<file path="src/rtl/uart_tx_fifo.sv">
// 8N1 UART transmitter (LSB first) fed by a small circular FIFO, so bursts of
// bytes can be queued at clock rate while the serializer drains them at baud rate.
module uart_tx_fifo #(
  parameter int CLKS_PER_BIT = 217,
  parameter int FIFO_DEPTH   = 4
) (
  input  logic                             i_Clk,
  input  logic                             i_Rst_L,
  input  logic                             i_TX_DV,
  input  logic [7:0]                       i_TX_Byte,
  output logic                             o_TX_Ready,
  output logic                             o_TX_Overflow,
  output logic [$clog2(FIFO_DEPTH+1)-1:0]  o_FIFO_Count,
  output logic                             o_TX_Serial,
  output logic                             o_TX_Active,
  output logic                             o_TX_Done,
  output logic [1:0]                       o_Dbg_State
);

  localparam int CNT_W = $clog2(FIFO_DEPTH + 1);
  localparam int PTR_W = $clog2(FIFO_DEPTH);
  localparam int CLK_W = $clog2(CLKS_PER_BIT);
  localparam logic [CLK_W-1:0] LAST_CLK = CLK_W'(CLKS_PER_BIT - 1);
  localparam logic [CNT_W-1:0] FULL_CNT = CNT_W'(FIFO_DEPTH);

  typedef enum logic [1:0] {IDLE, START, DATA, STOP} state_t;

  state_t           state;
  logic [7:0]       mem [FIFO_DEPTH];
  logic [PTR_W-1:0] wr_ptr;
  logic [PTR_W-1:0] rd_ptr;
  logic [CNT_W-1:0] count;
  logic [CLK_W-1:0] clk_cnt;
  logic [2:0]       bit_idx;
  logic [7:0]       shift;
  logic             wr_en;
  logic             pop;
  logic             bit_end;

  // Handshake: a byte is taken on any rising edge where i_TX_DV and o_TX_Ready
  // are both high; o_TX_Ready comes from the registered count only, so a pop on
  // the same edge never frees a slot for a write presented while full.
  assign o_TX_Ready   = (count != FULL_CNT);
  assign wr_en        = i_TX_DV && o_TX_Ready;
  assign bit_end      = (clk_cnt == LAST_CLK);
  assign pop          = (count != '0) && ((state == IDLE) || (state == STOP && bit_end));
  assign o_FIFO_Count = count;
  assign o_Dbg_State  = state;

  always_ff @(posedge i_Clk) begin
    if (wr_en) mem[wr_ptr] <= i_TX_Byte;
  end

  always_ff @(posedge i_Clk or negedge i_Rst_L) begin
    if (!i_Rst_L) begin
      wr_ptr        <= '0;
      rd_ptr        <= '0;
      count         <= '0;
      o_TX_Overflow <= 1'b0;
    end else begin
      o_TX_Overflow <= i_TX_DV && !o_TX_Ready;
      if (wr_en) wr_ptr <= wr_ptr + PTR_W'(1);
      if (pop)   rd_ptr <= rd_ptr + PTR_W'(1);
      case ({wr_en, pop})
        2'b10:   count <= count + CNT_W'(1);
        2'b01:   count <= count - CNT_W'(1);
        default: count <= count;
      endcase
    end
  end

  // The line value is registered and set one state ahead, so it changes on the
  // same edge the state does and the frame is exactly 10 bit periods long.
  always_ff @(posedge i_Clk or negedge i_Rst_L) begin
    if (!i_Rst_L) begin
      state       <= IDLE;
      clk_cnt     <= '0;
      bit_idx     <= 3'd0;
      shift       <= 8'd0;
      o_TX_Serial <= 1'b1;
      o_TX_Active <= 1'b0;
      o_TX_Done   <= 1'b0;
    end else begin
      o_TX_Done <= 1'b0;
      clk_cnt   <= bit_end ? '0 : clk_cnt + CLK_W'(1);
      case (state)
        IDLE: begin
          clk_cnt     <= '0;
          o_TX_Serial <= 1'b1;
          o_TX_Active <= 1'b0;
          if (pop) begin
            shift       <= mem[rd_ptr];
            state       <= START;
            o_TX_Serial <= 1'b0;
            o_TX_Active <= 1'b1;
          end
        end
        START: begin
          if (bit_end) begin
            state       <= DATA;
            bit_idx     <= 3'd0;
            o_TX_Serial <= shift[0];
          end
        end
        DATA: begin
          if (bit_end) begin
            if (bit_idx == 3'd7) begin
              state       <= STOP;
              o_TX_Serial <= 1'b1;
            end else begin
              bit_idx     <= bit_idx + 3'd1;
              o_TX_Serial <= shift[bit_idx + 3'd1];
            end
          end
        end
        STOP: begin
          if (bit_end) begin
            o_TX_Done <= 1'b1;
            if (pop) begin
              shift       <= mem[rd_ptr];
              state       <= START;
              o_TX_Serial <= 1'b0;
            end else begin
              state       <= IDLE;
              o_TX_Active <= 1'b0;
            end
          end
        end
        default: state <= IDLE;
      endcase
    end
  end

endmodule

</file>
<file path="config.mk">
export PLATFORM = sky130hd
export DESIGN_NAME = uart_tx_fifo
export DESIGN_NICKNAME = d
export VERILOG_FILES = /design/src/rtl/uart_tx_fifo.sv
export SDC_FILE = /design/constraint.sdc
export NUM_CORES = 1
export LEC_CHECK = 0
export ABC_AREA = 1
export BUFFER_PORTS_ARGS = -buffer_cell sky130_fd_sc_hd__buf_2
export CAP_MARGIN = 5
export CORE_ASPECT_RATIO = 0.75
export CORE_UTILIZATION = 30
export CTS_CLUSTER_SIZE = 25
export DETAILED_ROUTE_END_ITERATION = 10
export PLACE_DENSITY = 0.44
export SLEW_MARGIN = 25
export SYNTH_ARGS = -nofsm -noshare
export SYNTH_HDL_FRONTEND = slang
export SYNTH_SLANG_ARGS = --single-unit
export TNS_END_PERCENT = 5
</file>
<file path="constraint.sdc">
create_clock -name i_Clk -period 2.76 [get_ports i_Clk]
set_input_delay 0.276 -clock i_Clk [delete_from_list [all_inputs] [get_ports i_Clk]]
set_output_delay 0.276 -clock i_Clk [all_outputs]
set_load 0.02 [all_outputs]
</file>
==> results.toml <==
[finish]
final_nets = 362
syn2layout_area_growth_pct = 17.2
drive_gt1_share_pct = 19.1
antennaDiodeCount = 0

[synth]
synth_edf_count = 32
synthFlopType = "edfxtp_1"
netlist_area_sq_um = 3050
async_flop_share_pct = 50.0
ys_seq_elements = 64
synth_commonest_cells = "54 x nor2_1, 41 x nand2_1, 38 x inv_1"
seq_area_frac_synth_pct = 57.7
synth.area.top_cells = "edfxtp_1 31%, dfrtp_1 25%, nor2_1 6.6%, ha_1 5.7%, nand2_1 5.0%"
synth_cells = 306
syn_area_per_cell_sq_um = 9.98
synth_top_area_cell = "edfxtp_1"
yosysMostFrequentCell = "nor2_1"
synth_top_area_share_pct = 31.5
yosys_warnings = 0
synth_nets = 332
synth_cell_types = 33

[clock_tree]
clk_latency_ns = 0.32
cts_resized = 0
numCtsBuffers = 9
cts.hold.buffers_added = 0
cts_htree_levels = 3
clock_sinks = 64
cts_tree = "built"
cts.reportedPaths.clkPinSlew_ns = 0.05
cts_setup_buffers = 0
clockBufferDepth = 2
cts_root_buf = "clkbuf_16"

[grt]
grt_pass1_vias = 2028
grt_pass1_wl_mm = 9.84
antenna_found_initial = 0
grt_max_degree = 33
grt_usage_pct = 12.4
grt-ovfl-total = 0

[floorplan]
row_count = 31
start_util_pct = 31.2
fp.dieW_um = 119
io_pins = 21
die_height_um = 89.4
core_sq_um = 9770
die-area_sq_um = 10600

[routing]
wl_per_cell_um = 12.4
viasPerCell = 4.34
drt_iter0_drc = 90
first_pass_iters = 4
drc = 0
routed_wl_mm = 5.84
vias = 2055
ant_nets = 0

[min_path]
hold_path_class = "input port to async pin"

[setup_path]
worst_r2r_path_depth = 12
end_kind = "flip-flop"
cp-start-kind = "flip-flop"
worstReg2RegEnd = "o_FIFO_Count[2]"
timing.critical_path.arrival_ns = 2.60
worstSetupStartpoint = "o_Dbg_State[0]"
rrSetupSlack_ns = 0.36
r2r_start = "o_Dbg_State[0]"
crit_end = "o_FIFO_Count[2]"
critical_path_class = "flip-flop to flip-flop"
crit_required_ns = 2.96
worstPathMaxFanout = 6

[sta]
finalHoldViolCount = 0
fin_crit_sh_pct = 87.1
setup_viol = 0
finalWorstSetupSlack_ns = 0.355
finalSetupTns_ns = 0
min_period_ns = 2.40
rsz0062_at_grt = "no"
finClkSkew_ns = 0.00706
slew_violations = 0
fmax_ghz = 0.416
worst_pin_slew_ns = 0.750
slew_headroom_pct = 50.0

[pwr]
power_density_nw_per_um2 = 720
p_leak_nw = 1.55
peakVddDrop_uv = 451

[place]
hpwl_mm = 4.09
gp_congestion = 0.768
port_buffers = 20
pre_cts_slack_ns = 0.366

[outcome]
status = "finished clean"

[flow_run]
cap_viol_max_count = 0
kinds of logic (layout without fill, tap and decap cells):
kind of cell             Yosys count  after routing  share of synthesized area [%]
XOR/XNOR                           5              5                           1.43
buffers and inverters             47             82                           6.39
adder cells (fa/ha/maj)           15             15                           6.39
AO/OA/AOI/OAI                     48             48                           9.67
AND/OR/NAND/NOR                  127            127                           18.4
flip-flops                        64             64                           57.7
per-layer routing:
metal	track usage [%]	up-vias	share of wire, %
met2	18.4	21	42
met3	4.66	8	3.6
li1	-	1049	-
met4	5.52	0	1.5
met1	16.3	977	53
met5	0	-	0
worst max-delay path, stage by stage (launching register included):
cell and delay, ns:
dfrtp_1 0.43, inv_1 0.13, ha_1 0.22, nor2_1 0.10, a21oi_4 0.23, nand2_4 0.09, inv_1 0.09, ha_1 0.14
inv_1 0.06, fa_1 0.38, a21oi_1 0.15, o21ai_0 0.11, xor2_1 0.15
stage by stage:
step	utilization (%)	area (sq um)	power [mW]	hold WS, ns	instances
after CTS	36.6	3580	2.63	0.0454	473
final	36.6	3580	2.58	0.0177	473
after global routing	36.6	3580	2.73	0.0759	473
after detailed placement	33.9	3320	1.61	0.395	457
after global placement	33.9	3320	1.62	0.396	457
after floorplan	-	3050	1.45	-0.0196	306
report_power, final:
part           total [mW]  internal [mW]  leakage [nW]  switching [mW]
combinational       0.379          0.125         0.746           0.255
sequential           1.20           1.15         0.680          0.0558
clock               0.992          0.600         0.122           0.393
how the worst min path moves through the flow:
stage                     depth (start not counted)            end    start
after floorplan                                   0     bit_idx[0]  i_Rst_L
after global placement                            1  o_TX_Overflow  i_Rst_L
after detailed placement                          1  o_TX_Overflow  i_Rst_L
after CTS                                         1  o_TX_Overflow  i_Rst_L
after global routing                              1      o_TX_Done  i_Rst_L
final                                             1  o_TX_Overflow  i_Rst_L
cells in the final DEF (no fill, tap or decap), types with 2 or more instances in the layout:
cell type,netlist,routed
nor3_1,3,3
o21ai_1,3,3
nor2_1,54,54
xor2_1,4,4
a21oi_2,4,4
clkinvlp_4,0,3
inv_1,38,38
nand4_1,2,2
o21ai_0,27,27
nand3_1,13,13
buf_2,3,20
buf_4,2,5
inv_2,3,3
a21oi_1,7,7
clkinv_2,0,2
clkbuf_16,0,9
dfrtp_1,31,31
nand2_4,2,2
nand2_2,5,5
o21ai_2,4,4
nand2_1,41,41
nor2_4,2,2
edfxtp_1,32,32
ha_1,14,14
cell type report:
cell class	count	area [sq um]
Multi-Input combinational cell	195	1100
Clock inverter	6	36.3
Tap cell	132	165
Inverter	41	154
Timing Repair Buffer	25	138
Clock buffer	10	229
Fill cell	1018	6190
Sequential cell	64	1760
state kept, by name, summed over array words and instances, names as in the netlist:
signal,flops
mem,32
clk_cnt,8
shift,8
bit_idx,3
o_FIFO_Count,3
o_Dbg_State,2
rd_ptr,2
wr_ptr,2
o_TX_Active,1
o_TX_Done,1
o_TX_Overflow,1
o_TX_Serial,1
Power figures use the tool's default switching activity.
